File: src/rtl/s2p_demux_8_if.sv
`default_nettype none
// ============================================================================
//  Module      : s2p_demux_8_if
//  Description : Serial-link receive bundle for s2p_demux_8.
//                master : serial source / byte consumer (drives EN, SIN, SYNC)
//                slave  : the deserializer (drives D, VALID, ERR, BIT_CNT, BUSY)
//  Signals     : EN       bit enable
//                SIN      serial data bit
//                SYNC     frame start, marks bit 0
//                D[7:0]   last complete received byte
//                VALID    1-cycle pulse, D updated
//                ERR      1-cycle pulse, frame aborted by mid-frame SYNC
//                BIT_CNT  index of next bit to be received
//                BUSY     frame in progress
//  Revision    : 1.0  initial release
// ============================================================================
interface s2p_demux_8_if;
  logic       EN;
  logic       SIN;
  logic       SYNC;
  logic [7:0] D;
  logic       VALID;
  logic       ERR;
  logic [2:0] BIT_CNT;
  logic       BUSY;

  modport master (
    output EN, SIN, SYNC,
    input  D, VALID, ERR, BIT_CNT, BUSY
  );

  modport slave (
    input  EN, SIN, SYNC,
    output D, VALID, ERR, BIT_CNT, BUSY
  );
endinterface
`default_nettype wire

File: src/rtl/s2p_demux_8.sv
`default_nettype none
// ============================================================================
//  Module      : s2p_demux_8
//  Description : 8-bit serial-to-parallel receiver. One serial bit is sampled
//                per enabled clock and steered into its byte slot through a
//                one-hot decode of BIT_CNT; the assembled byte is presented on
//                D together with a single-cycle VALID strobe.
//  Ports       : CP   clock, rising edge
//                CR   synchronous active-high reset
//                bus  s2p_demux_8_if.slave (EN/SIN/SYNC in,
//                     D/VALID/ERR/BIT_CNT/BUSY out)
//  Parameters  : LSB_FIRST     1: first bit -> D[0], 0: first bit -> D[7]
//                SYNC_REQUIRED 1: every frame needs SYNC, 0: free-running
//  Revision    : 1.0  initial release
// ============================================================================
module s2p_demux_8 #(
  parameter bit LSB_FIRST     = 1'b1,
  parameter bit SYNC_REQUIRED = 1'b1
) (
  input  logic         CP,
  input  logic         CR,
  s2p_demux_8_if.slave bus
);

  localparam logic [0:0] c_st_idle  = 1'b0;
  localparam logic [0:0] c_st_shift = 1'b1;

  logic [0:0] r_state;
  logic [0:0] w_next_state;
  logic [2:0] r_bit_cnt;
  logic [7:0] r_shift;
  logic [7:0] r_d;
  logic       r_valid;
  logic       r_err;
  logic       w_busy;

  logic [7:0] w_onehot;
  logic [7:0] w_slot_mask;
  logic [7:0] w_first_mask;
  logic [7:0] w_merged;
  logic       w_in_shift;
  logic       w_frame_start;
  logic       w_abort;
  logic       w_accept;

  // Bit-slot decode: BIT_CNT selects one slot; MSB-first mirrors the decode.
  assign w_onehot = 8'b0000_0001 << r_bit_cnt;

  generate
    if (LSB_FIRST) begin : g_lsb_first
      assign w_slot_mask  = w_onehot;
      assign w_first_mask = 8'h01;
    end else begin : g_msb_first
      for (genvar i = 0; i < 8; i++) begin : g_rev
        assign w_slot_mask[i] = w_onehot[7-i];
      end
      assign w_first_mask = 8'h80;
    end
  endgenerate

  assign w_in_shift = (r_state == c_st_shift);

  // Any enabled SYNC starts a fresh frame; inside a partly received frame it
  // is an abort. A SYNC at BIT_CNT=0 in free-run mode is a clean restart.
  assign w_frame_start = bus.EN & bus.SYNC;
  assign w_abort       = bus.EN & bus.SYNC & w_in_shift & (r_bit_cnt != 3'd0);
  assign w_accept      = bus.EN & w_in_shift;

  // Shift register with the current bit merged into its slot; on the last
  // bit this is the completed byte.
  assign w_merged = (r_shift & ~w_slot_mask) | (w_slot_mask & {8{bus.SIN}});

  // ---------------- FSM: state register ----------------
  always_ff @(posedge CP) begin
    if (CR) begin
      r_state <= c_st_idle;
    end else begin
      r_state <= w_next_state;
    end
  end

  // ---------------- FSM: next state ----------------
  always_comb begin
    w_next_state = r_state;
    case (r_state)
      c_st_idle: begin
        if (bus.EN && bus.SYNC) begin
          w_next_state = c_st_shift;
        end
      end
      c_st_shift: begin
        if (bus.EN && !bus.SYNC && (r_bit_cnt == 3'd7) && SYNC_REQUIRED) begin
          w_next_state = c_st_idle;
        end
      end
      default: w_next_state = c_st_idle;
    endcase
  end

  // ---------------- FSM: outputs ----------------
  always_comb begin
    w_busy = 1'b0;
    if (r_state == c_st_shift) begin
      w_busy = 1'b1;
    end
  end

  // ---------------- Datapath ----------------
  always_ff @(posedge CP) begin
    if (CR) begin
      r_bit_cnt <= 3'd0;
      r_shift   <= 8'h00;
      r_d       <= 8'h00;
      r_valid   <= 1'b0;
      r_err     <= 1'b0;
    end else begin
      r_valid <= 1'b0;
      r_err   <= w_abort;
      if (w_frame_start) begin
        // Partial byte (if any) is discarded; SIN becomes bit 0.
        r_shift   <= w_first_mask & {8{bus.SIN}};
        r_bit_cnt <= 3'd1;
      end else if (w_accept) begin
        r_shift <= w_merged;
        if (r_bit_cnt == 3'd7) begin
          r_d       <= w_merged;
          r_valid   <= 1'b1;
          r_bit_cnt <= 3'd0;
        end else begin
          r_bit_cnt <= r_bit_cnt + 3'd1;
        end
      end
    end
  end

  assign bus.D       = r_d;
  assign bus.VALID   = r_valid;
  assign bus.ERR     = r_err;
  assign bus.BIT_CNT = r_bit_cnt;
  assign bus.BUSY    = w_busy;

endmodule
`default_nettype wire

File: src/flat_wrapper.sv
// flat-port wrapper written by rule: the top's interface ports become plain ports
module s2p_demux_8_flat 
#(
  parameter bit LSB_FIRST     = 1'b1,
  parameter bit SYNC_REQUIRED = 1'b1
)
  (CP, CR, bus_EN, bus_SIN, bus_SYNC, bus_D, bus_VALID, bus_ERR, bus_BIT_CNT, bus_BUSY);
  s2p_demux_8_if bus_i ();
  input  logic CP;
  input  logic CR;
  input wire logic [$bits(bus_i.EN)-1:0] bus_EN;
  input wire logic [$bits(bus_i.SIN)-1:0] bus_SIN;
  input wire logic [$bits(bus_i.SYNC)-1:0] bus_SYNC;
  output wire logic [$bits(bus_i.D)-1:0] bus_D;
  output wire logic [$bits(bus_i.VALID)-1:0] bus_VALID;
  output wire logic [$bits(bus_i.ERR)-1:0] bus_ERR;
  output wire logic [$bits(bus_i.BIT_CNT)-1:0] bus_BIT_CNT;
  output wire logic [$bits(bus_i.BUSY)-1:0] bus_BUSY;
  assign bus_i.EN = bus_EN;
  assign bus_i.SIN = bus_SIN;
  assign bus_i.SYNC = bus_SYNC;
  assign bus_D = bus_i.D;
  assign bus_VALID = bus_i.VALID;
  assign bus_ERR = bus_i.ERR;
  assign bus_BIT_CNT = bus_i.BIT_CNT;
  assign bus_BUSY = bus_i.BUSY;
  s2p_demux_8 #(.LSB_FIRST(LSB_FIRST), .SYNC_REQUIRED(SYNC_REQUIRED)) u_core (.CP(CP), .CR(CR), .bus(bus_i));
endmodule
File: config.mk
export PLATFORM = sky130hd
export DESIGN_NAME = s2p_demux_8_flat
export DESIGN_NICKNAME = d
export VERILOG_FILES = /design/src/rtl/s2p_demux_8_if.sv /design/src/rtl/s2p_demux_8.sv /design/src/flat_wrapper.sv
export SDC_FILE = /design/constraint.sdc
export NUM_CORES = 1
export LEC_CHECK = 0
export ABC_AREA = 1
export BUFFER_PORTS_ARGS = -buffer_cell sky130_fd_sc_hd__buf_2
export CORE_MARGIN = 2
export CORE_UTILIZATION = 51
export CTS_BUF_LIST = sky130_fd_sc_hd__clkbuf_8
export CTS_CLUSTER_DIAMETER = 120
export DETAILED_ROUTE_END_ITERATION = 10
export PLACE_DENSITY_LB_ADDON = 0.15
export SETUP_SLACK_MARGIN = 0.3
export SLEW_MARGIN = 0
export SYNTH_ARGS = -nofsm -noshare
export SYNTH_HDL_FRONTEND = slang
export SYNTH_SLANG_ARGS = --single-unit
File: constraint.sdc
create_clock -name CP -period 1.14 [get_ports CP]
set_input_delay 0.228 -clock CP [delete_from_list [all_inputs] [get_ports CP]]
set_output_delay 0.228 -clock CP [all_outputs]
set_load 0.01 [all_outputs]
# ---- Word level (Yosys, flattened, before mapping)
# Index checks and enable logic that the tools add are counted.
dict set report totals {
  regBits 22
  inputBits 5
  out_inout_bits 14
  word_cells 41
}
dict set report op_classes {
  n_addsub 1
  eq_ne 1
  shifts 1
  muxes 10
  bitwise_logic 11
  n_reduce_logical 9
}
# op n
set ops {}
lappend ops {{bitwise AND 8 bit} 2}
lappend ops {{2-to-1 mux 1 bit} 8}
lappend ops {{inverter 8 bit} 1}
lappend ops {{bitwise OR 8 bit} 1}
lappend ops {{<< shifter 1 x 3 -> 8 bit, first input constant} 1}
lappend ops {{bitwise AND 1 bit} 4}
lappend ops {{adder 3 x 1 -> 3 bit, second input constant} 1}
lappend ops {{equality test 3 bit, second input constant} 1}
lappend ops {{logical AND 1 bit} 3}
lappend ops {{2-to-1 mux 3 bit} 1}
lappend ops {{inverter 1 bit} 3}
lappend ops {{AND reduction 3 bit} 1}
lappend ops {{nonzero test 3 bit} 1}
lappend ops {{OR reduction 3 bit} 1}
lappend ops {{one-hot mux 1 bit (2 select lines)} 1}
lappend ops {{nonzero test 2 bit} 1}
lappend ops {{OR reduction 2 bit} 1}
lappend ops {{zero test 1 bit} 1}

# ---- Depth between registers and ports, before layout
# Gate-level depths: netlist of run 1.
dict set report depth {
  word_depth 6
  ltp_mapped 7
  depth_no_buf 7
}

# ---- Worst setup path before layout of run 1
# No wires, ideal clock.
dict set report synth_timing {
  path_type {register -> register}
  start {register u_core.r_bit_cnt[2], in the netlist u_core.bus.BIT_CNT[2]}
  end {register u_core.r_d[3], in the netlist u_core.bus.D[3]}
  setup_ns 0.126
  arrival_time_ns 1.066
  slack_ns -0.052
  stages_incl_launch_ff 5
  n_path_buf 0
  synth_period_minus_slack_ns 1.192
  cell_sequence {dfxtp_1 inv_1 ha_1 o21ai_0 o21ai_0}
}
dict set report synth_via {
  elab_chain_cells 4
}
# item line_no
set synth_lines {}
lappend synth_lines {{start, declared} s2p_demux_8.sv:30} ;# logic [2:0] r_bit_cnt;
lappend synth_lines {{start signal, assigned} s2p_demux_8.sv:130} ;# r_bit_cnt <= r_bit_cnt + 3'd1;
lappend synth_lines {{<< shifter 1 x 3 -> 8 bit} s2p_demux_8.sv:47} ;# assign w_onehot = 8'b0000_0001 << r_bit_cnt;
lappend synth_lines {{inverter 8 bit} s2p_demux_8.sv:71} ;# assign w_merged = (r_shift & ~w_slot_mask) | (w_slot_mask & {8{bus.SIN}});
lappend synth_lines {{bitwise AND 8 bit} s2p_demux_8.sv:71}
lappend synth_lines {{bitwise OR 8 bit} s2p_demux_8.sv:71}
lappend synth_lines {{end signal, assigned} s2p_demux_8.sv:126} ;# r_d <= w_merged;
lappend synth_lines {{end, declared} s2p_demux_8.sv:32} ;# logic [7:0] r_d;
# Parallel ways exist; a longest one is shown, timed or not.
# A chain may end at the register's enable or synchronous reset.

# ---- Worst setup path after layout of run 1
dict set report layout_timing {
  start {register u_core.r_bit_cnt[1], in the netlist u_core.bus.BIT_CNT[1]}
  end {register u_core.r_shift[5]}
}
dict set report layout_via {
  elab_chain_cells 4
}
# item line_no
set layout_lines {}
lappend layout_lines {{<< shifter 1 x 3 -> 8 bit (*)} s2p_demux_8.sv:47}
lappend layout_lines {{inverter 8 bit} s2p_demux_8.sv:71}
lappend layout_lines {{bitwise AND 8 bit} s2p_demux_8.sv:71}
lappend layout_lines {{bitwise OR 8 bit (*)} s2p_demux_8.sv:71}
lappend layout_lines {{end signal, assigned} s2p_demux_8.sv:121} ;# r_shift <= w_first_mask & {8{bus.SIN}};
lappend layout_lines {{end signal, assigned} s2p_demux_8.sv:124} ;# r_shift <= w_merged;
lappend layout_lines {{end, declared} s2p_demux_8.sv:31} ;# logic [7:0] r_shift;
# Every way passes the cells marked *; elsewhere a longest branch is shown, timed or not.

==> metrics.txt, run 1 <==
routed wire length per instance=14.49 µm; CTS Root Cell=clkbuf_8; GRT Overall Usage=about 23%; unrepaired setup endpoints after global routing=yes; Post-synth EDFFs=0; clock latency on the worst-skew pair=0.27 ns; initial core utilization=between 50 and 60%; wl on met1=1189 µm; CTS tree=built; H-tree depth=1; Syn Nets=150; pre-CTS setup slack=-0.03195 ns; n_diodes=0; Psw=447.2 µW; Rows=16; Clock power frac=32.5%; vias in the first global route=975; count leader, synth=nand2_1; Setup CP Type=reg2reg; CTS Buf Count=3; leakage=0.7023 nW; syn avg cell area=7.435 µm²; DRT Wirelength=2897 µm; met2 wire length=1460 µm; CP arrival=1.36 ns; share of the synthesized area in the top cell type=42.93%; synth top area cells=dfxtp_1 43%, nand2_1 12%, ha_1 8.5%, o21ai_0 7.8%, nand3_1 6.3%; Cell Area, Synth=1026 µm²; Die Wd=approximately 49 µm; critical path peak fanout=4; Core Region=1922 µm²; max_cap viols=0; Synth cell types=20; sequential element share of the synthesized area=42.93%; largest area contributor in the netlist=dfxtp_1; Switching Share=28.28%; failing checks=negative setup slack; first-pass iteration count of the detailed router=4; global route total overflow=0; cells after synthesis=138; CP required=1.31 ns; Worst Hold Class=in2reg; final worst slack=-0.04652 ns; power per cell area=around 990 nW/µm²; hold_sp=CR; first-pass GRT wire length=4291 µm; Final #Nets=186; port buffer count=18; Sink Count=22; f_max=around 840 MHz; Die Span Y=48.85 µm; I/O pin total=19; final period utilization=104.1%; Reg-to-Reg Start=u_core.bus.BIT_CNT[1]$_SDFFE_PP0P_; final hold viol count=0; detailed placement HPWL=1694 µm; initial antenna violation count=0; Comb pwr share=16.1%; worst ir drop on vdd=805.1 µV; highest routed metal layer=met4; largest net degree at the start of global routing=14; clk slew on worst S/H paths=0.09 ns; number of synthesized register bits=22; fin. max-slew vios=0; part of the power in registers=roughly half; GPL Wtd Cong=roughly 0.86; Layout area overhead=56.34%; crit path from=u_core.bus.BIT_CNT[1]$_SDFFE_PP0P_; CTS max path bufs=2; asr flop ratio synth=0%; metal3 WL=170 µm; total die area=2386 µm²; Setup crit end kind=register; Post-synth top flop=dfxtp_1; drt drc=0; skew final=0.01001 ns; Synth top cells by count=34 x nand2_1, 22 x dfxtp_1, 16 x o21ai_0; final setup fails=7; worst-margin pin slew=0.3320 ns; post-layout util=~83%; initial drt markers=42; startpoint types=register; Slew HR=77.81%; status=complete, but fails checks; Final ANT Viol Nets=0; Int Pwr=1.134 mW; drt via density=around 5.3; crit path time final=1.187 ns; Via Count=~1100; fraction of layout cells with a size suffix above 1=48.55%; Synth Warn #=0
[routing by layer]
metal  global-route usage, %  vias to the layer above
li1                        -                      518
met1                   29.41                      487
met2                   39.95                       46
met3                   2.761                        9
met4                   7.143                        0
met5                       0                        -
[area by class of cell]
type                       instances  area, µm²
multi-input combinational         97      689.4
sequential                        22      465.4
fill                             111      317.8
timing repair buffer              33      291.5
inverter                          17      78.83
clock buffer                       3      41.29
tap                               27      33.78
clock inverter                     1      3.754
[path summary, 6_finish.rpt]
path                                         end  slack, ns  cells past startpoint
hold / removal    u_core.r_shift[0]$_SDFFE_PP0P_       0.13                      2
setup reg to reg  u_core.r_shift[5]$_SDFFE_PP0P_      -0.05                      7
setup / recovery  u_core.r_shift[5]$_SDFFE_PP0P_      -0.05                      7
hold reg to reg     u_core.bus.D[1]$_SDFFE_PP0P_       0.48                      2
[power by group through the flow]
stage	registers (mW)	clock network, mW	logic [mW]
after detailed placement	0.826	0	0.172
final	0.812	0.514	0.255
after global routing	0.814	0.531	0.275
after floorplan	0.826	0	0.115
after global placement	0.824	0	0.167
after CTS	0.808	0.496	0.207
[critical path, stage by stage, from the launching register on]
cell	delay (ns)
dfxtp_4	0.38
inv_4	0.07
ha_1	0.16
nand2_1	0.07
nand2_1	0.05
o21ai_1	0.08
o21ai_1	0.20
inv_1	0.07
[logic make-up after synthesis]
family / after synthesis / share of synthesized area [%]
adders and majority gates: 7 / 8.536
and+or+nand+nor: 66 / 28.17
AOI/OAI and AO/OA: 24 / 12.44
DFF: 22 / 42.93
buffers and inverters: 19 / 7.925
[flip-flops by register name, summed over array words and instances, names as in the netlist]
signal              flops
u_core.bus.BIT_CNT      3
u_core.r_shift          8
u_core.r_state          1
u_core.bus.VALID        1
u_core.bus.ERR          1
u_core.bus.D            8
[per-stage QoR]
stage / setup TNS [ns] / instances / hold slack [ns] / cell area (µm²) / power [mW]
3_5_place_dp: -0.04739 / 186 / 0.4170 / 1256 / 0.9984
3_3_place_gp: -0.02388 / 186 / 0.4140 / 1256 / 0.9912
6_report: -0.1221 / 200 / 0.1254 / 1604 / 1.581
4_1_cts: 0 / 195 / 0.1309 / 1481 / 1.511
5_1_grt: -0.9118 / 200 / 0.1391 / 1604 / 1.620
2_1_floorplan: 0 / 138 / 0.2971 / 1111 / 0.9411
[timing repair]
action / CTS / global route
buffers inserted: 5 / 5
hold buffers: 0 / 0
resized for setup: 33 / 22
pin swaps: 12 / 10
setup endpoints to repair: 36 / 36
[layout by cell type (no fill, tap or decap), drive strengths merged]
| cell type | count |
|---|---|
| nand2 | 36 |
| buf | 33 |
| dfxtp | 22 |
| inv | 16 |
| o21ai | 16 |
| nor2 | 15 |
| nand3 | 14 |
| ha | 7 |
| a21oi | 5 |
| clkbuf | 3 |
| o211ai | 2 |
| clkinv | 2 |
| a211oi | 1 |
| nor3 | 1 |
No activity file was read; power rests on OpenSTA's default activity.
==> inputs of run 2 (changes only) <==
--- a/config.mk
+++ b/config.mk
@@ -11,9 +11,11 @@
 export CORE_UTILIZATION = 51
 export CTS_BUF_LIST = sky130_fd_sc_hd__clkbuf_8
 export CTS_CLUSTER_DIAMETER = 120
+export CTS_CLUSTER_SIZE = 30
 export DETAILED_ROUTE_END_ITERATION = 10
-export PLACE_DENSITY_LB_ADDON = 0.15
+export PLACE_DENSITY = 0.77
 export SETUP_SLACK_MARGIN = 0.3
+export SKIP_CTS_REPAIR_TIMING = 1
 export SLEW_MARGIN = 0
 export SYNTH_ARGS = -nofsm -noshare
 export SYNTH_HDL_FRONTEND = slang
==> metrics.txt, run 2 (synthesized netlist as in run 1, its figures left out) <==
status=complete, but fails checks; failing checks=negative setup slack; first-pass iteration count of the detailed router=4 (unchanged); final hold viol count=0 (unchanged); worst r2r dst=u_core.bus.D[2]$_SDFFE_PP0P_; Final ANT Viol Nets=0 (unchanged); final worst slack=-0.01842 ns (+0.02810 ns); hold_sp=CR; Setup CP Type=reg2reg; Reg2Reg Setup Slack=-0.02 ns (+0.03 ns); detailed placement HPWL=1615 µm (-4.7%); CTS Root Cell=clkbuf_8; CP required=1.29 ns (-0.02 ns); initial core utilization=53.39% (unchanged); CP arrival=1.31 ns (-0.05 ns); CTS Buf Count=3 (unchanged); critical path peak fanout=5 (+1); routed wire length per instance=12.62 µm (-13%); part of the power in registers=52.7% (+1.4 points); FF-to-FF path depth=6 (-1); CTS tree=built; Via Count=1006 (-5.1%); Int Pwr=1.128 mW (-0.51%); worst hold path depth=2 (unchanged); final period utilization=101.6% (-2.5 points); largest net degree at the start of global routing=14 (unchanged); total negative slack=-0.04144 ns (+0.08071 ns); initial antenna violation count=0 (unchanged); final setup fails=5 (-2); most frequent cells in the layout=27 x nand2_1, 13 x nor2_1, 13 x buf_6, 12 x nand3_1; Layout area overhead=50.12%; H-tree depth=1 (unchanged); vias in the first global route=837 (-14%); Slew HR=76.80% (-1.0 points); fraction of layout cells with a size suffix above 1=44.97% (-3.6 points); global route total overflow=0 (unchanged); most common cell after layout, fill and taps aside=nand2_1; f_max=863.2 MHz (+2.4%); total die area=2386 µm² (unchanged); startpoint types=register; leakage=0.6989 nW (-0.48%); Comb pwr share=15.7% (-0.4 points); I/O pin total=19 (unchanged); Switching Share=26.35% (-1.9 points); Die Span Y=48.85 µm (unchanged); port buffer count=18 (unchanged); n_diodes=0 (unchanged); Total Power=1.532 mW (-3.1%); first-pass GRT wire length=3588 µm (-16%); max_cap viols=0 (unchanged); Clock power frac=31.6% (-0.9 points); drt via density=5.133 (-3.2%); GPL Wtd Cong=0.8814 (+2.8%); Reg-to-Reg Start=u_core.bus.BIT_CNT[1]$_SDFFE_PP0P_; Worst Hold Slack=0.1390 ns (+0.01357 ns); Die Wd=48.85 µm (unchanged); GRT Overall Usage=19.24% (-3.6 points); Setup crit end kind=register; Crit-path slowest cell=dfxtp_4; Worst Hold Path EP=u_core.bus.ERR$_SDFF_PP0_; worst-margin pin slew=0.3471 ns (+0.01506 ns); Sink Count=22 (unchanged); DRT Wirelength=2474 µm (-15%); Psw=403.6 µW (-9.7%); Rows=16 (unchanged); skew final=0.008090 ns (-0.001916 ns); CTS max path bufs=2 (unchanged); crit path time final=1.158 ns (-0.02810 ns); crit-path cells=ha_4 > ha_4 > nand3_4 > clkinv_4 > nand2_1 > nand2_1; fin. max-slew vios=0 (unchanged); initial drt markers=28 (-33%); unrepaired setup endpoints after global routing=yes; power per cell area=994.6 nW/µm² (+0.89%); worst ir drop on vdd=775.6 µV (-3.7%); drt drc=0 (unchanged); clk slew on worst S/H paths=0.08 ns (about the same); Worst Hold Class=in2reg; clock latency on the worst-skew pair=0.26 ns (about the same); Max stage delay on crit path=0.38 ns (about the same); Core Region=1922 µm² (unchanged); Final #Nets=182 (-2.2%)
## run 2: cell type report
| cell class | count | area (µm²) |
|---|---|---|
| fillers | 134 | 381.6 |
| well taps | 27 | 33.78 |
| repair buffers | 29 | 249.0 |
| clock buffers | 3 | 41.29 |
| multi-input cells | 97 | 665.6 |
| clock inverters | 1 | 3.754 |
| flip-flops and latches | 22 | 464.2 |
| inverters | 17 | 82.58 |
## run 2: routing by layer
| metal | vias up | global-route usage [%] | routed length (µm) |
|---|---|---|---|
| li1 | 506 | - | - |
| met1 | 459 | 25.44 | 1084 |
| met2 | 37 | 30.37 | 1231 |
| met3 | 4 | 3.681 | 129 |
| met4 | 0 | 9.048 | 29 |
| met5 | - | 0 | 0 |
## run 2: worst max-delay path by stage
stage / start / end
global route: u_core.bus.BIT_CNT[1]$_SDFFE_PP0P_ / u_core.bus.D[7]$_SDFFE_PP0P_
global placement: u_core.bus.BIT_CNT[0]$_SDFFE_PP0P_ / u_core.bus.D[7]$_SDFFE_PP0P_
CTS: u_core.bus.BIT_CNT[0]$_SDFFE_PP0P_ / u_core.bus.D[7]$_SDFFE_PP0P_
floorplan: u_core.bus.BIT_CNT[0]$_SDFFE_PP0P_ / u_core.bus.D[7]$_SDFFE_PP0P_
detailed placement: u_core.bus.BIT_CNT[0]$_SDFFE_PP0P_ / u_core.bus.D[7]$_SDFFE_PP0P_
finish: u_core.bus.BIT_CNT[1]$_SDFFE_PP0P_ / u_core.bus.D[2]$_SDFFE_PP0P_
## run 2: metrics by stage
stage	instance area [µm²]	setup WS, ns	util, %	instances
detailed placement	1249	-0.02020	64.97	185
global placement	1249	0.001663	64.97	185
global route	1540	-0.05339	80.14	196
finish	1540	-0.01842	80.14	196
floorplan	1111	0.08881	-	138
CTS	1294	-0.03630	67.32	189
## run 2: power by group through the flow
stage | Combinational, mW | Clock (mW) | Sequential [mW]
final | 0.241 | 0.484 | 0.808
after global routing | 0.262 | 0.531 | 0.810
after CTS | 0.169 | 0.496 | 0.808
after detailed placement | 0.169 | 0 | 0.826
after global placement | 0.165 | 0 | 0.825
after floorplan | 0.115 | 0 | 0.826
## run 2: worst max-delay path: cells and delay by family, from the launching register on
kind | cells | cell delay, ns
flip-flops | 1 | 0.38
buffers and inverters | 1 | 0.07
AND/OR/NAND/NOR | 3 | 0.22
adder cells (fa/ha/maj) | 2 | 0.37
